===== src/rtl/light_switch_ctrl.sv =====
// Light push-button front end: 2-flop synchronizer, press/release debounce FSM and toggle register.
// Optional auto-off timer is built in when LIGHT_AUTO_OFF_EN is defined.
module light_switch_ctrl #(
  parameter int unsigned DEBOUNCE_CYCLES = 2000000,
  parameter int unsigned AUTO_OFF_CYCLES = 500000000
) (
  input  logic clk,
  input  logic reset,
  input  logic power_on,
  input  logic btn_raw,
  output logic light_req,
  output logic press_pulse,
  output logic btn_stable,
  output logic auto_off_evt
);

  localparam int unsigned     CNT_W   = $clog2(DEBOUNCE_CYCLES);
  localparam logic [CNT_W-1:0] CNT_MAX = CNT_W'(DEBOUNCE_CYCLES - 1);

  typedef enum logic [1:0] {
    IDLE         = 2'd0,
    PRESS_WAIT   = 2'd1,
    HELD         = 2'd2,
    RELEASE_WAIT = 2'd3
  } state_e;

  state_e           state_q, state_d;
  logic [CNT_W-1:0] cnt_q, cnt_d;
  logic             s1_q, btn_s_q;
  logic             light_q, light_d;
  logic             pulse_q, pulse_d;
  logic             accept;
  logic             timeout_hit;

  // Synchronizer stage
  always_ff @(posedge clk) begin
    if (!reset) begin
      s1_q    <= 1'b0;
      btn_s_q <= 1'b0;
    end else begin
      s1_q    <= btn_raw;
      btn_s_q <= s1_q;
    end
  end

  // Debounce FSM stage
  always_ff @(posedge clk) begin
    if (!reset) begin
      state_q <= IDLE;
      cnt_q   <= '0;
    end else begin
      state_q <= state_d;
      cnt_q   <= cnt_d;
    end
  end

  always_comb begin
    state_d = state_q;
    cnt_d   = cnt_q;
    accept  = 1'b0;
    case (state_q)
      IDLE: begin
        if (btn_s_q) begin
          state_d = PRESS_WAIT;
          cnt_d   = '0;
        end
      end
      PRESS_WAIT: begin
        if (!btn_s_q) begin
          state_d = IDLE;
        end else if (cnt_q == CNT_MAX) begin
          state_d = HELD;
          accept  = 1'b1;
        end else begin
          cnt_d = cnt_q + 1'b1;
        end
      end
      HELD: begin
        if (!btn_s_q) begin
          state_d = RELEASE_WAIT;
          cnt_d   = '0;
        end
      end
      RELEASE_WAIT: begin
        // A rebound during release returns to HELD without counting as a new press
        if (btn_s_q) begin
          state_d = HELD;
        end else if (cnt_q == CNT_MAX) begin
          state_d = IDLE;
        end else begin
          cnt_d = cnt_q + 1'b1;
        end
      end
      default: state_d = IDLE;
    endcase
  end

`ifdef LIGHT_AUTO_OFF_EN
  localparam int unsigned     TMR_W   = $clog2(AUTO_OFF_CYCLES);
  localparam logic [TMR_W-1:0] TMR_MAX = TMR_W'(AUTO_OFF_CYCLES - 1);

  logic [TMR_W-1:0] tmr_q, tmr_d;
  logic             evt_q;

  // Press and power-off both take precedence over the timeout
  assign timeout_hit = light_q && power_on && !accept && (tmr_q == TMR_MAX);

  always_comb begin
    tmr_d = tmr_q + 1'b1;
    if (!light_q || !power_on || accept || timeout_hit) begin
      tmr_d = '0;
    end
  end

  // Auto-off timer stage
  always_ff @(posedge clk) begin
    if (!reset) begin
      tmr_q <= '0;
      evt_q <= 1'b0;
    end else begin
      tmr_q <= tmr_d;
      evt_q <= timeout_hit;
    end
  end

  assign auto_off_evt = evt_q;
`else
  assign timeout_hit  = 1'b0;
  assign auto_off_evt = 1'b0;
`endif

  always_comb begin
    light_d = light_q;
    pulse_d = accept && power_on;
    if (!power_on) begin
      light_d = 1'b0;
    end else if (accept) begin
      light_d = ~light_q;
    end else if (timeout_hit) begin
      light_d = 1'b0;
    end
  end

  // Toggle register stage
  always_ff @(posedge clk) begin
    if (!reset) begin
      light_q <= 1'b0;
      pulse_q <= 1'b0;
    end else begin
      light_q <= light_d;
      pulse_q <= pulse_d;
    end
  end

  assign light_req   = light_q;
  assign press_pulse = pulse_q;
  assign btn_stable  = (state_q == HELD) || (state_q == RELEASE_WAIT);

endmodule


===== config.mk =====
export PLATFORM = sky130hd
export DESIGN_NAME = light_switch_ctrl
export DESIGN_NICKNAME = d
export VERILOG_FILES = /design/src/rtl/light_switch_ctrl.sv
export SDC_FILE = /design/constraint.sdc
export NUM_CORES = 1
export LEC_CHECK = 0
export CORE_ASPECT_RATIO = 1.2
export CORE_MARGIN = 4
export CORE_UTILIZATION = 61
export CTS_BUF_LIST = sky130_fd_sc_hd__clkbuf_4 sky130_fd_sc_hd__clkbuf_8
export DETAILED_ROUTE_END_ITERATION = 10
export PLACE_DENSITY = 0.81
export SYNTH_ARGS = -nofsm -noshare
export SYNTH_HDL_FRONTEND = slang
export SYNTH_SLANG_ARGS = --single-unit

===== constraint.sdc =====
create_clock -name clk -period 2.3 [get_ports clk]
set_clock_uncertainty 0.1 [all_clocks]
set_input_delay 0.69 -clock clk [delete_from_list [all_inputs] [get_ports clk]]
set_output_delay 0.69 -clock clk [all_outputs]
set_load 0.05 [all_outputs]

==> impl_metrics.csv <==
group,metric,value,unit
sta,final.period_utilization,92.7,%
synthesis,syn-instance-count,155,
global_routing,antenna_found_initial,0,
die,die_w,51.6,um
synthesis,syn_area,0.00139,sq mm
power_and_ir_drop,p_leak,0.572,nW
synthesis,synth_cell_type_count,48,
die,core_area,0.00212,sq mm
synthesis,netlist.top_cell.by_area,"dfxtp_1",
sta,setup_viol,0,
sta,final_hold_viol_count,0,
synthesis,netlist.area_leader.share,38.8,%
sta,period_minus_slack,2.13,ns
synthesis,async_reset_ff_share,0,%
synthesis,synth_area_leaders,"dfxtp_1, nand4_1, nor2_1, xnor2_1, and3_1",
cells_and_area,num_antenna_cells,0,
global_routing,grt.total_usage,20.1,%
sta,setup_ws,0.169,ns
sta,relSlewSlack,61.7,%
die,fp-row-count,18,
power_and_ir_drop,power.internal,549,uW
power_and_ir_drop,clock_power_share,29.5,%
detailed_routing,via_per_inst,5.95,
min_path,hp-class,"reg2reg",
power_and_ir_drop,swShare,23.4,%
clock_network,path_clk_slew,0.15,ns
synthesis,synth_nets,160,
setup_path,worst-path-max-fanout,8,
clock_network,clock_latency,0.34,ns
sta,drv_slew,0,
sta,max_freq,469,MHz
clock_network,cts_setup_buffers,0,
die,die_y,60.3,um
die,ioPinCount,8,
sta,whs,0.354,ns
setup_path,cp-end-kind,"flip-flop",
outcome,status,"complete, no violations",
cells_and_area,nets,170,
detailed_routing,dr_total_vias,1154,
power_and_ir_drop,p_per_area,472,mW/mm^2
clock_network,cts_max_level,1,
synthesis,syn_area_per_cell,8.98,sq um
detailed_routing,drt_first_pass_iters,4,
setup_path,worstSetupPathType,"reg2reg",
place,place.gp.congestion,0.861,
setup_path,crit_required,2.49,ns
detailed_routing,antenna_left,0,
synthesis,synth-edff-count,0,
die,start_util,65.7,%
synthesis,synth_seq_cells,27,
place,place_inst,190,
global_routing,grt_pass1_wl,4720,um
clock_network,cts_tree,"done",
synthesis,synth_ff_type,"dfxtp_1",
synthesis,yosysMostFrequentCell,"dfxtp_1",
cells_and_area,layout.cells.non_filler,194,
cells_and_area,layout-drive-gt1-share,12.2,%
sta,setup_tns,0,ns
synthesis,ys_warn_count,0,
synthesis,yosysSeqAreaShare,38.8,%
clock_network,cts_buffers,3,
global_routing,overflow,0,
sta,rsz0062_at_grt,"false",
clock_network,clockBufferDepth,2,
setup_path,startpoint_type,"flip-flop",
setup_path,max_stage_delay,0.44,ns
detailed_routing,first_iter_violations,39,
detailed_routing,wire_per_inst,14.2,um
power_and_ir_drop,ir_worst_vdd,0.412,mV
place,place_ws,0.0887,ns
detailed_routing,drt_wl_total,2760,um
detailed_routing,drc_errors,0,
setup_path,crit_arrival,2.32,ns
setup_path,crit_slowest_cell,"nor4_1",
clock_network,clockRootBuffer,"clkbuf_4",
power_and_ir_drop,p_comb_share,4.6,%
place,hpwl,2020,um
global_routing,grt_pass1_vias,1086,
place,placed_area,0.00149,sq mm
power_and_ir_drop,power_switching,168,uW
sta,worst_slew_pin_slew,0.574,ns
cells_and_area,syn2layout_area_growth,9.08,%
synthesis,synthTopCellsByCount,"dfxtp_1, nor2_1, nand3_1, nand4_1, and3_1",
cells_and_area,nFillCells,181,
cells_and_area,fin_area,0.00152,sq mm
run,cap_viol_max_count,0,
global_routing,grt_max_degree,17,
place,portBuffers,6,
die,die_area,0.00311,sq mm
setup_path,critical_path.cell_chain,"ha_1, nand3_1, nor4_1, a31oi_1, buf_4, a211oi_1, a31o_1",
power_and_ir_drop,seq_power_share,65.9,%
clock_network,clock_sinks,27,
==> flip-flops by register name (all words and copies together), names as in the netlist, named ones only <==
| signal | flops |
|---|---|
| cnt_q | 21 |
| btn_s_q | 1 |
| light_req | 1 |
| press_pulse | 1 |
| state_q | 1 |
| s1_q | 1 |
==> power groups by stage <==
| stage | Combinational, mW | Sequential [mW] | Clock [mW] |
|---|---|---|---|
| after floorplan | 0.0221 | 0.482 | 0 |
| after global placement | 0.0318 | 0.482 | 0 |
| after detailed placement | 0.0322 | 0.482 | 0 |
| after CTS | 0.0326 | 0.472 | 0.221 |
| after global routing | 0.0359 | 0.473 | 0.234 |
| final | 0.0331 | 0.472 | 0.211 |
==> per-stage QoR <==
stage	total power, mW	utilization (%)
6_report	0.716	71.7
5_1_grt	0.743	71.7
4_1_cts	0.726	71.6
3_5_place_dp	0.515	70.2
3_3_place_gp	0.514	70.2
2_1_floorplan	0.504	-
==> path summary, 6_finish.rpt <==
check	from	to	slack [ns]	cells past startpoint
max	cnt_q[0]$_SDFFE_PN0P_	cnt_q[4]$_SDFFE_PN0P_	0.17	7
min	s1_q$_SDFF_PN0_	btn_s_q$_SDFF_PN0_	0.35	1
min reg2reg	s1_q$_SDFF_PN0_	btn_s_q$_SDFF_PN0_	0.35	1
max reg2reg	cnt_q[0]$_SDFFE_PN0P_	cnt_q[4]$_SDFFE_PN0P_	0.17	7
==> cell type report <==
class / count / area, sq um / area share, %
Multi-Input combinational cell: 117 / 798 / 52.6
Clock buffer: 3 / 22.5 / 1.48
Sequential cell: 27 / 541 / 35.6
Clock inverter: 1 / 7.51 / 0.495
Inverter: 6 / 22.5 / 1.48
Tap cell: 30 / 37.5 / 2.47
Timing Repair Buffer: 10 / 88.8 / 5.85
==> critical path: cells and delay by family, from the launching register on <==
family | cells | cell delay, ns
adder cells (fa/ha/maj) | 1 | 0.20
AND/OR/NAND/NOR | 2 | 0.52
buffers and inverters | 1 | 0.22
AO/OA/AOI/OAI | 3 | 0.62
flip-flops | 1 | 0.41
==> layer usage <==
layer  vias to the layer above  part of all wire (%)  wire [um]  global-route usage [%]
met5                         -                     0          0                       0
met4                         0                   2.5         68                    12.0
li1                        584                     -          -                       -
met1                       534                    45       1240                    23.5
met3                         7                   3.8        105                    2.24
met2                        29                    49       1350                    35.3
==> repair_timing <==
action                     in CTS  in global routing
hold buffers                    0                  0
gates resized for setup         1                  1
setup endpoints to repair       1                  1
==> kinds of logic after synthesis <==
family	after synthesis	share of synthesized area, %
simple gates	77	33.6
fa+ha+maj	1	0.899
other cells	1	0.270
buf+inv	11	3.78
compound gates	24	12.8
flops	27	38.8
mux	3	2.34
xor+xnor	11	7.46
==> placed cells by master (no fill, tap or decap), types with 2 or more instances in the layout <==
| cell type | synthesis | routed |
|---|---|---|
| a211o_1 | 2 | 2 |
| a211oi_1 | 2 | 2 |
| a21oi_1 | 5 | 5 |
| a22o_1 | 3 | 3 |
| a31o_1 | 3 | 3 |
| and2_1 | 2 | 2 |
| and3_1 | 8 | 8 |
| and4_1 | 2 | 2 |
| buf_4 | 1 | 5 |
| clkbuf_4 | 0 | 3 |
| clkdlybuf4s50_1 | 0 | 3 |
| dfxtp_1 | 27 | 27 |
| inv_1 | 6 | 6 |
| nand2_1 | 7 | 7 |
| nand2b_1 | 2 | 2 |
| nand3_1 | 9 | 9 |
| nand4_1 | 9 | 9 |
| nand4bb_1 | 2 | 2 |
| nor2_1 | 15 | 15 |
| nor3_1 | 4 | 4 |
| nor3b_1 | 2 | 2 |
| nor4_1 | 2 | 2 |
| o21ai_0 | 3 | 3 |
| or3_1 | 3 | 3 |
| xnor2_1 | 6 | 6 |
| xor2_1 | 4 | 4 |
(Power assumes the default switching activity.)
